[config.mk]
export PLATFORM = sky130hd
export DESIGN_NAME = gt_line_mem_port
export DESIGN_NICKNAME = d
export VERILOG_FILES = /design/src/rtl/gt_mem_pkg.sv /design/src/rtl/gt_beat_ctr.sv /design/src/rtl/gt_line_mem_port.sv
export SDC_FILE = /design/constraint.sdc
export NUM_CORES = 2
export LEC_CHECK = 0
export CAP_MARGIN = 20
export CORE_MARGIN = 3
export CORE_UTILIZATION = 30
export DETAILED_ROUTE_END_ITERATION = 8
export PLACE_DENSITY = 0.52
export SLEW_MARGIN = 20
export SYNTH_ARGS = -nofsm -noshare
export SYNTH_HDL_FRONTEND = slang
export SYNTH_HIERARCHICAL = 1
export SYNTH_SLANG_ARGS = --single-unit
[constraint.sdc]
create_clock -name CLK -period 37.6 [get_ports CLK]
set_input_delay 3.76 -clock CLK [delete_from_list [all_inputs] [get_ports CLK]]
set_output_delay 3.76 -clock CLK [all_outputs]
set_load 0.01 [all_outputs]
[src/rtl/gt_mem_pkg.sv]
// Shared widths, state encoding and beat-address helper for the victim-cache memory port.
package gt_mem_pkg;

    localparam int BEAT_W     = 64;
    localparam int BEATS      = 4;
    localparam int LINE_W     = BEATS * BEAT_W;
    localparam int ADDR_W     = 32;
    localparam int WORD_IDX_W = 2;
    localparam int LINE_OFF_W = 5;

    typedef enum logic [1:0] {
        IDLE = 2'd0,
        RD   = 2'd1,
        WR   = 2'd2,
        RESP = 2'd3
    } state_e;

    function automatic logic [ADDR_W-1:0] beat_addr(
        input logic [ADDR_W-LINE_OFF_W-1:0] base,
        input logic [WORD_IDX_W-1:0]        word
    );
        return {base, word, 3'b000};
    endfunction

endpackage

[src/rtl/gt_beat_ctr.sv]
// Beat sequencer: wrapping 2-bit word index with loadable start, plus a 3-bit ack count.
module gt_beat_ctr
    import gt_mem_pkg::*;
(
    input  logic                  clk,
    input  logic                  rst,
    input  logic                  i_load,
    input  logic [WORD_IDX_W-1:0] i_start,
    input  logic                  i_adv,
    output logic [WORD_IDX_W-1:0] o_idx,
    output logic                  o_done
);

    logic [WORD_IDX_W-1:0] r_idx;
    logic [2:0]            r_cnt;

    // Word index and ack count; load wins over advance.
    always_ff @(posedge clk or posedge rst) begin
        if (rst) begin
            r_idx <= 2'd0;
            r_cnt <= 3'd0;
        end else if (i_load) begin
            r_idx <= i_start;
            r_cnt <= 3'd0;
        end else if (i_adv) begin
            r_idx <= r_idx + 2'd1;
            r_cnt <= r_cnt + 3'd1;
        end else begin
            r_idx <= r_idx;
            r_cnt <= r_cnt;
        end
    end

    assign o_idx  = r_idx;
    // Asserted on the ack that brings the count to four.
    assign o_done = i_adv && (r_cnt == 3'(BEATS - 1));

endmodule

[src/rtl/gt_line_mem_port.sv]
// Line-to-beat memory port: serialises 256-bit fills/writebacks into four 64-bit beats.
// Optional build macro: GT_MEM_CRITWORD_EN (critical-word-first fill order).
module gt_line_mem_port
    import gt_mem_pkg::*;
(
    input  logic              CLK,
    input  logic              RST,
    input  logic [ADDR_W-1:0] lineAddr,
    input  logic              rdReq,
    input  logic              wrReq,
    input  logic [LINE_W-1:0] toMemData,
    output logic              reqReady,
    output logic [LINE_W-1:0] memData,
    output logic              memDataValid,
    output logic [ADDR_W-1:0] memAddr,
    output logic              memRd,
    output logic              memWr,
    output logic [BEAT_W-1:0] memWData,
    input  logic              memAck,
    input  logic [BEAT_W-1:0] memRData
);

    state_e r_state, w_state_nxt;

    logic                          r_req_ready, r_mem_rd, r_mem_wr, r_mem_data_valid;
    logic [ADDR_W-1:0]             r_mem_addr;
    logic [BEAT_W-1:0]             r_mem_wdata;
    logic [LINE_W-1:0]             r_mem_data, r_lbuf, r_wline;
    logic [ADDR_W-LINE_OFF_W-1:0]  r_base;

    logic                          w_req_ready_nxt, w_mem_rd_nxt, w_mem_wr_nxt, w_valid_nxt;
    logic [ADDR_W-1:0]             w_addr_nxt;
    logic [BEAT_W-1:0]             w_wdata_nxt;
    logic [LINE_W-1:0]             w_mem_data_nxt, w_lbuf_nxt;

    logic                          w_accept, w_acc_wr, w_acc_rd, w_fire, w_last;
    logic [WORD_IDX_W-1:0]         w_start, w_word, w_word_inc;
    logic                          w_unused;

    // A simultaneous fill stays pending at the cache while the writeback runs.
    assign w_acc_wr   = r_req_ready && wrReq;
    assign w_acc_rd   = r_req_ready && rdReq && !wrReq;
    assign w_accept   = w_acc_wr || w_acc_rd;
    assign w_fire     = memAck && (r_mem_rd || r_mem_wr);
    assign w_word_inc = w_word + 2'd1;
    assign w_unused   = ^lineAddr[LINE_OFF_W-1:0];

`ifdef GT_MEM_CRITWORD_EN
    assign w_start = w_acc_rd ? lineAddr[4:3] : 2'd0;
`else
    assign w_start = 2'd0;
`endif

    gt_beat_ctr u_beat_ctr (
        .clk     (CLK),
        .rst     (RST),
        .i_load  (w_accept),
        .i_start (w_start),
        .i_adv   (w_fire),
        .o_idx   (w_word),
        .o_done  (w_last)
    );

    // State register.
    always_ff @(posedge CLK or posedge RST) begin
        if (RST) begin
            r_state <= IDLE;
        end else begin
            r_state <= w_state_nxt;
        end
    end

    // Next-state logic.
    always_comb begin
        w_state_nxt = r_state;
        case (r_state)
            IDLE: begin
                if (w_acc_wr)      w_state_nxt = WR;
                else if (w_acc_rd) w_state_nxt = RD;
                else               w_state_nxt = IDLE;
            end
            RD:      w_state_nxt = w_last ? RESP : RD;
            WR:      w_state_nxt = w_last ? IDLE : WR;
            RESP:    w_state_nxt = IDLE;
            default: w_state_nxt = IDLE;
        endcase
    end

    // Next values for the registered outputs and the fill line buffer.
    always_comb begin
        w_req_ready_nxt = (w_state_nxt == IDLE);
        w_mem_rd_nxt    = r_mem_rd;
        w_mem_wr_nxt    = r_mem_wr;
        w_valid_nxt     = 1'b0;
        w_addr_nxt      = r_mem_addr;
        w_wdata_nxt     = r_mem_wdata;
        w_mem_data_nxt  = r_mem_data;
        w_lbuf_nxt      = r_lbuf;
        case (r_state)
            IDLE: begin
                if (w_acc_wr) begin
                    w_mem_wr_nxt = 1'b1;
                    w_addr_nxt   = beat_addr(lineAddr[ADDR_W-1:LINE_OFF_W], 2'd0);
                    w_wdata_nxt  = toMemData[BEAT_W-1:0];
                end else if (w_acc_rd) begin
                    w_mem_rd_nxt = 1'b1;
                    w_addr_nxt   = beat_addr(lineAddr[ADDR_W-1:LINE_OFF_W], w_start);
                end else begin
                    w_mem_rd_nxt = 1'b0;
                    w_mem_wr_nxt = 1'b0;
                end
            end
            RD: begin
                if (w_fire) begin
                    w_lbuf_nxt[int'(w_word) * BEAT_W +: BEAT_W] = memRData;
                    if (w_last) begin
                        // Publish the completed line, including the beat arriving now.
                        w_mem_rd_nxt   = 1'b0;
                        w_mem_data_nxt = w_lbuf_nxt;
                        w_valid_nxt    = 1'b1;
                    end else begin
                        w_addr_nxt = beat_addr(r_base, w_word_inc);
                    end
                end else begin
                    w_mem_rd_nxt = 1'b1;
                end
            end
            WR: begin
                if (w_fire) begin
                    if (w_last) begin
                        w_mem_wr_nxt = 1'b0;
                    end else begin
                        w_addr_nxt  = beat_addr(r_base, w_word_inc);
                        w_wdata_nxt = r_wline[int'(w_word_inc) * BEAT_W +: BEAT_W];
                    end
                end else begin
                    w_mem_wr_nxt = 1'b1;
                end
            end
            RESP: begin
                w_mem_rd_nxt = 1'b0;
                w_mem_wr_nxt = 1'b0;
            end
            default: begin
                w_mem_rd_nxt = 1'b0;
                w_mem_wr_nxt = 1'b0;
            end
        endcase
    end

    // Output and line-buffer registers.
    always_ff @(posedge CLK or posedge RST) begin
        if (RST) begin
            r_req_ready      <= 1'b1;
            r_mem_rd         <= 1'b0;
            r_mem_wr         <= 1'b0;
            r_mem_data_valid <= 1'b0;
            r_mem_addr       <= '0;
            r_mem_wdata      <= '0;
            r_mem_data       <= '0;
            r_lbuf           <= '0;
        end else begin
            r_req_ready      <= w_req_ready_nxt;
            r_mem_rd         <= w_mem_rd_nxt;
            r_mem_wr         <= w_mem_wr_nxt;
            r_mem_data_valid <= w_valid_nxt;
            r_mem_addr       <= w_addr_nxt;
            r_mem_wdata      <= w_wdata_nxt;
            r_mem_data       <= w_mem_data_nxt;
            r_lbuf           <= w_lbuf_nxt;
        end
    end

    // Request capture at accept.
    always_ff @(posedge CLK or posedge RST) begin
        if (RST) begin
            r_base  <= '0;
            r_wline <= '0;
        end else if (w_accept) begin
            r_base  <= lineAddr[ADDR_W-1:LINE_OFF_W];
            r_wline <= w_acc_wr ? toMemData : r_wline;
        end else begin
            r_base  <= r_base;
            r_wline <= r_wline;
        end
    end

    assign reqReady     = r_req_ready;
    assign memRd        = r_mem_rd;
    assign memWr        = r_mem_wr;
    assign memDataValid = r_mem_data_valid;
    assign memAddr      = r_mem_addr;
    assign memWData     = r_mem_wdata;
    assign memData      = r_mem_data;

endmodule
* Yosys cells after proc, flatten, opt, wreduce, memory -nomap -nowiden
Cells that the tools add are included.
Widths: inputs -> output; s select.
** Operators by class
- $add $sub $neg :: 3
- Equal/unequal tests :: 14
- Shifts and indexed selects :: 3
- Muxes and demuxes :: 30
- Reductions and logical operators :: 23
** Operator list (number)
- $bwmux 256 :: 1
- $shift 64x33->256 const A :: 1
- $shiftx 256x9->64 :: 1
- $shiftx 64x33->256 :: 1
- $mux 64 :: 3
- $mux 32 :: 4
- $pmux 64 s2 :: 1
- $pmux 32 s2 :: 1
- $neg 8->33 :: 1
- $ne 3x3->1 const B :: 4
- $mux 1 :: 10
- $mux 2 :: 5
- $reduce_and 3->1 :: 3
- $ne 2x2->1 const B :: 4
- $pmux 2 s4 :: 1
- $reduce_and 4->1 :: 2
- $mux 3 :: 2
- $pmux 1 s3 :: 2
- $reduce_bool 2->1 :: 3
- $reduce_bool 3->1 :: 2
- $logic_and 1x1->1 :: 5
- $eq 2x2->1 const B :: 2
- $logic_not 2->1 :: 2
- $ne 2x1->1 const B :: 2
- 8 further kinds :: 10
** Storage, ports and cells
- Bits in registers :: 902
- Input bits :: 357
- Output and inout port bits :: 356
- Word-level logic and storage cells :: 86

* Longest topological paths before layout
- Depth in word-level cells :: 6
- Depth in mapped cells :: 12
- Mapped depth without buffers :: 7

* Modules after synthesis
Netlist, hierarchy kept.
** By module, submodules not included
- gt_line_mem_port :: times used 1, cells each 2962, area each 37722.4 um2, seq. area each 22372.7 um2
- gt_beat_ctr :: times used 1, cells each 24, area each 256.5 um2, seq. area each 125.1 um2

* Worst setup path after synthesis
OpenSTA, ideal clock, no wires.
- Path kind :: input-to-reg
- Start point :: in memAck
- End point :: reg r_mem_addr[10] (netlist: memAddr[10])
- Setup time :: 0.125 ns
- Data arrival time :: 5.188 ns
- Data required time :: 37.475 ns
- Slack :: 32.287 ns
- Cell stages on the path :: 9
- Path buffers :: 3
- Cells stage by stage :: o21ai_4 -> inv_4 -> buf_2 -> and2_1 -> o21ai_1 -> o211ai_1 -> buf_4 -> buf_6 -> mux2_2
** Between the ends
- Word-level cells in the longest chain between the ends :: 4
- Elaborated cells between the ends (all ways) :: 5
** Ends and longest elaborated chain
- start, declared :: line gt_line_mem_port.sv:19 : input logic memAck,
- $logic_and 1x1->1 :: line gt_line_mem_port.sv:44 : assign w_fire = memAck && (r_mem_rd || r_mem_wr);
- via w_fire :: line gt_line_mem_port.sv:36 : logic w_accept, w_acc_wr, w_acc_rd, w_fire, w_last;
- $logic_and 1x1->1 :: line gt_beat_ctr.sv:36 : assign o_done = i_adv && (r_cnt == 3'(BEATS - 1));
- via w_last :: line gt_line_mem_port.sv:36
- $ne 2x2->1 (no line)
- $reduce_and 4->1 (no line)
- end signal, assigned :: line gt_line_mem_port.sv:167 : r_mem_addr <= w_addr_nxt;
- end, declared :: line gt_line_mem_port.sv:26 : logic [ADDR_W-1:0] r_mem_addr;
The timed path passes the listed nets, and every way through them passes these cells.
A chain may end at the register's enable or synchronous reset.

* Worst setup path after layout
- Start point :: in memAck
- End point :: reg r_mem_data[193] (netlist: memData[193])
** Between the ends
- Word-level cells in the longest chain between the ends :: 3
** Ends and longest elaborated chain
- $logic_and 1x1->1 :: line gt_line_mem_port.sv:44
- via w_fire :: line gt_line_mem_port.sv:36
- $logic_and 1x1->1 :: line gt_beat_ctr.sv:36
- via w_last :: line gt_line_mem_port.sv:36
- $reduce_and 3->1 (no line)
- end signal, assigned :: line gt_line_mem_port.sv:169 : r_mem_data <= w_mem_data_nxt;
- end, declared :: line gt_line_mem_port.sv:28 : logic [LINE_W-1:0] r_mem_data, r_lbuf, r_wline;
The timed path passes the listed nets, and every way through them passes these cells.

==> summary.log <==
qor: timing.finalMaxSlewViolations 0
qor: floorplan.fp-row-count 129
qor: cts.postCtsResizedCells 0
qor: power_and_ir_drop.power-per-cell-area 76.8 nW/um2
qor: floorplan.dieWidth 362 um
qor: setup_path.r2r.worst_path.cells 7
qor: min_path.hold_class reg -> reg
qor: setup_path.reg2reg_from u_beat_ctr/o_idx[0]
qor: logic_synthesis.yosysMostFrequentCell dfrtp_1
qor: logic_synthesis.ys_seq_area_frac 0.592
qor: layout.layout-drive-gt1-share 0.172
qor: timing.accumulated_negative_setup_slack 0 ns
qor: timing.layout_worst_path_cycle_share 0.175
qor: logic_synthesis.share_of_async_settable_or_async_resettable_flops_after_synthesis 1.00
qor: power_and_ir_drop.power.clock.fraction 0.269
qor: drt.ant_nets 0
qor: logic_synthesis.share_of_the_synthesized_area_in_the_top_cell_type 0.592
qor: logic_synthesis.netlist_top_cells_area dfrtp_1 (59%), mux2_2 (11%), a221oi_1 (5.9%)
qor: layout.nNetsFinal 3,899
qor: cts.cts.clk_slew.worst_paths 0.06 ns
qor: layout.layout-area-overhead-vs-synth 30.3%
qor: floorplan.fp.dieArea 131,000 um2
qor: cts.postCtsSetupRepairBufs 0
qor: power_and_ir_drop.power.switching_fraction 0.325
qor: timing.relSlewSlack 0.247
qor: logic_synthesis.yosys_warnings 6
qor: setup_path.worstSetupEndpointType flop
qor: setup_path.cp-endpoint memData[193]
qor: logic_synthesis.syn-cell-area 38,000 um2
qor: power_and_ir_drop.comb_power_share 0.337
qor: cts.cts-buffers-inserted 105
qor: logic_synthesis.synth-main-ff-cell dfrtp_1
qor: global_route.first_pass_grt_wire_length 196,000 um
qor: global_route.maximum_number_of_pins_on_one_net_before_global_route_repair 163
qor: cts.cts.hold.buffers_added 0
qor: outcome.result_of_the_run finished clean
qor: timing.finalHoldViolCount 0
qor: drt.dr_total_vias 27,200
qor: placement.finalWeightedCongestion 0.776
qor: cts.clock_root_buffer clkbuf_16
qor: logic_synthesis.post_synth_top_area_cell dfrtp_1
qor: setup_path.reg_to_reg_setup_timing_slack 33.63 ns
qor: drt.via_per_inst 5.16
qor: timing.hold-worst-slack 0.488 ns
qor: floorplan.floorplan.initialDensity 0.304
qor: placement.port_buffers 704
qor: logic_synthesis.area_share_of_and_or_nand_nor_cells_after_synthesis 0.0696
qor: timing.worst_clock_skew 0.0587 ns
qor: cts.clock_sink_count 899
qor: floorplan.ios 713
qor: setup_path.critical_path_class in -> reg
qor: cts.clk-insertion-delay-late 0.72 ns
qor: logic_synthesis.netlist-cell-type-count 51
qor: global_route.grt_remaining_overflow 0
qor: run.drv_cap 0
qor: global_route.grt_antenna_before_repair 40
qor: setup_path.start_kind primary input
qor: drt.drt_first_pass_iters 5
qor: logic_synthesis.share_of_synthesized_area_spent_on_multiplexers 0.154
qor: logic_synthesis.post_synth_inst_count 2,986
qor: logic_synthesis.synth.ff_latch_count 899
qor: global_route.grt_pass1_vias 27,900
qor: setup_path.timing.critical_path.required 38.24 ns
qor: power_and_ir_drop.p_seq_frac 0.394
qor: cts.clockBufferDepth 3
qor: setup_path.worst-endpoint-arrival 7.21 ns
qor: timing.shortest_period_the_worst_path_allows 6.57 ns
qor: cts.clock_tree_from_tritoncts built
qor: timing.timing.fmax 152 MHz
qor: logic_synthesis.yosys.area_share.adder 0.00395
qor: drt.routedWlPerCell 25.2 um
qor: power_and_ir_drop.p_leak 21.6 nW
qor: timing.setup_viol_count_final 0
qor: power_and_ir_drop.internal-power 2.56 mW
qor: timing.rsz0062_at_grt false
qor: power_and_ir_drop.ir_drop 0.0645 mV
qor: setup_path.worst-path-max-fanout 132
qor: logic_synthesis.synth_compound_gate_area_share 0.136
qor: drt.finalWirelength 133,000 um
qor: drt.dr.first_iter.drc_count 2,195
qor: logic_synthesis.post_synth_most_frequent_cells dfrtp_1 (898), nor2_1 (515), mux2_2 (382), a221oi_1 (256), a22o_1 (256)
qor: floorplan.fp.coreArea 125,000 um2
qor: floorplan.die_h 362 um
qor: global_route.total_routing_resource_utilization_after_global_routing 0.200
qor: setup_path.crit_path_start memAck
qor: drt.drc_errors 0
qor: logic_synthesis.synth-edff-count 0
qor: logic_synthesis.synth-xor-area-share 0.000461
qor: cts.ctsHtreeMaxLevel 3
qor: layout.n_fill_cell 12,000
qor: logic_synthesis.combinational_family_with_the_most_area_after_synthesis multiplexers
qor: setup_path.reg2reg_to r_lbuf[145]
qor: power_and_ir_drop.power_switching 1.24 mW
qor: timing.slew_at_the_pin_closest_to_its_max_slew_limit 1.13 ns
qor: logic_synthesis.synth.avg_cell_area 12.7 um2
qor: placement.post-dp-hpwl 83,200 um
cell usage in the layout (no fill, tap or decap), drive strengths merged, types with 2 or more instances in the layout:
cell             n
bufinv           3
a22o           256
nor2           518
buf             37
clkinv          20
xnor2            2
mux2           403
inv             16
nand2           15
mux2i          131
clkdlybuf4s50  704
dfrtp          898
ha              12
nand2b          67
a221oi         256
o221ai          64
nor2b            4
diode           24
a21oi            2
o21ai            7
clkinvlp         2
conb             5
and2             5
o31ai            2
a211oi           2
clkbuf         156
nor3             5
metrics by stage:
step | power, mW | std cells | instance area (um2) | setup WS (ns) | util
2_1_floorplan | 2.30 | 2990 | 38000 | 8.71 | -
3_3_place_gp | 2.79 | 5060 | 46000 | 30.30 | 0.368
3_5_place_dp | 2.81 | 5060 | 46000 | 30.30 | 0.368
4_1_cts | 3.86 | 5241 | 49400 | 31.09 | 0.396
5_1_grt | 4.03 | 5246 | 49400 | 30.75 | 0.396
6_report | 3.80 | 5265 | 49500 | 31.03 | 0.397
worst min path at each step:
stage | from | cells after the start | slack, ns | to
floorplan | r_lbuf[102] | 1 | 0.47 | r_lbuf[102]
global placement | memWData[63] | 1 | 0.47 | memWData[63]
detailed placement | r_lbuf[102] | 1 | 0.48 | r_lbuf[102]
CTS | memWData[61] | 1 | 0.49 | memWData[61]
global route | memAddr[6] | 1 | 0.51 | memAddr[6]
finish | memWData[61] | 1 | 0.49 | memWData[61]
flip-flops by register name, summed over array words and instances, names as in the netlist, 2 cells and up:
signal / flops
u_beat_ctr/o_idx: 2
r_wline: 256
r_base: 27
r_lbuf: 256
memData: 256
memWData: 64
r_state: 2
u_beat_ctr/r_cnt: 3
memAddr: 29
layer usage:
metal	routed length [um]	up-vias	GRT usage	share of wire
li1	-	12000	-	-
met2	62200	891	0.318	0.47
met5	245	-	0	0.0018
met3	12500	178	0.0804	0.094
met1	55500	14100	0.255	0.42
met4	2350	34	0.0443	0.018
cell type report:
| cell class | count | area (um2) | area share |
|---|---|---|---|
| Timing Repair Buffer | 741 | 7390 | 0.149 |
| Inverter | 16 | 82.6 | 0.00167 |
| Clock buffer | 156 | 3150 | 0.0636 |
| Tap cell | 1637 | 2050 | 0.0414 |
| Antenna cell | 24 | 60.1 | 0.00121 |
| Sequential cell | 899 | 22500 | 0.455 |
| Multi-Input combinational cell | 1767 | 14000 | 0.282 |
| Clock inverter | 25 | 305 | 0.00617 |
cell families after synthesis:
logic type,after synthesis
multiplexers,534
AND/OR/NAND/NOR,621
adder cells (fa/ha/maj),12
flip-flops,899
buffers and inverters,324
AO/OA/AOI/OAI,593
other,1
XOR/XNOR,2
power groups by stage:
| stage | clock network, mW | registers [mW] | logic, mW |
|---|---|---|---|
| 2_1_floorplan | 0 | 1.51 | 0.791 |
| 3_3_place_gp | 0 | 1.50 | 1.29 |
| 3_5_place_dp | 0 | 1.51 | 1.30 |
| 4_1_cts | 1.05 | 1.50 | 1.31 |
| 5_1_grt | 1.09 | 1.54 | 1.39 |
| 6_report | 1.02 | 1.50 | 1.28 |
critical path: stages:
cell	delay [ns]
clkdlybuf4s50_1	0.50
o21ai_4	0.11
inv_4	0.16
and2_1	0.36
nand3_4	0.38
inv_8	0.71
buf_4	0.78
nor2_1	0.09
nor2_1	0.14
(Power assumes the default switching activity.)
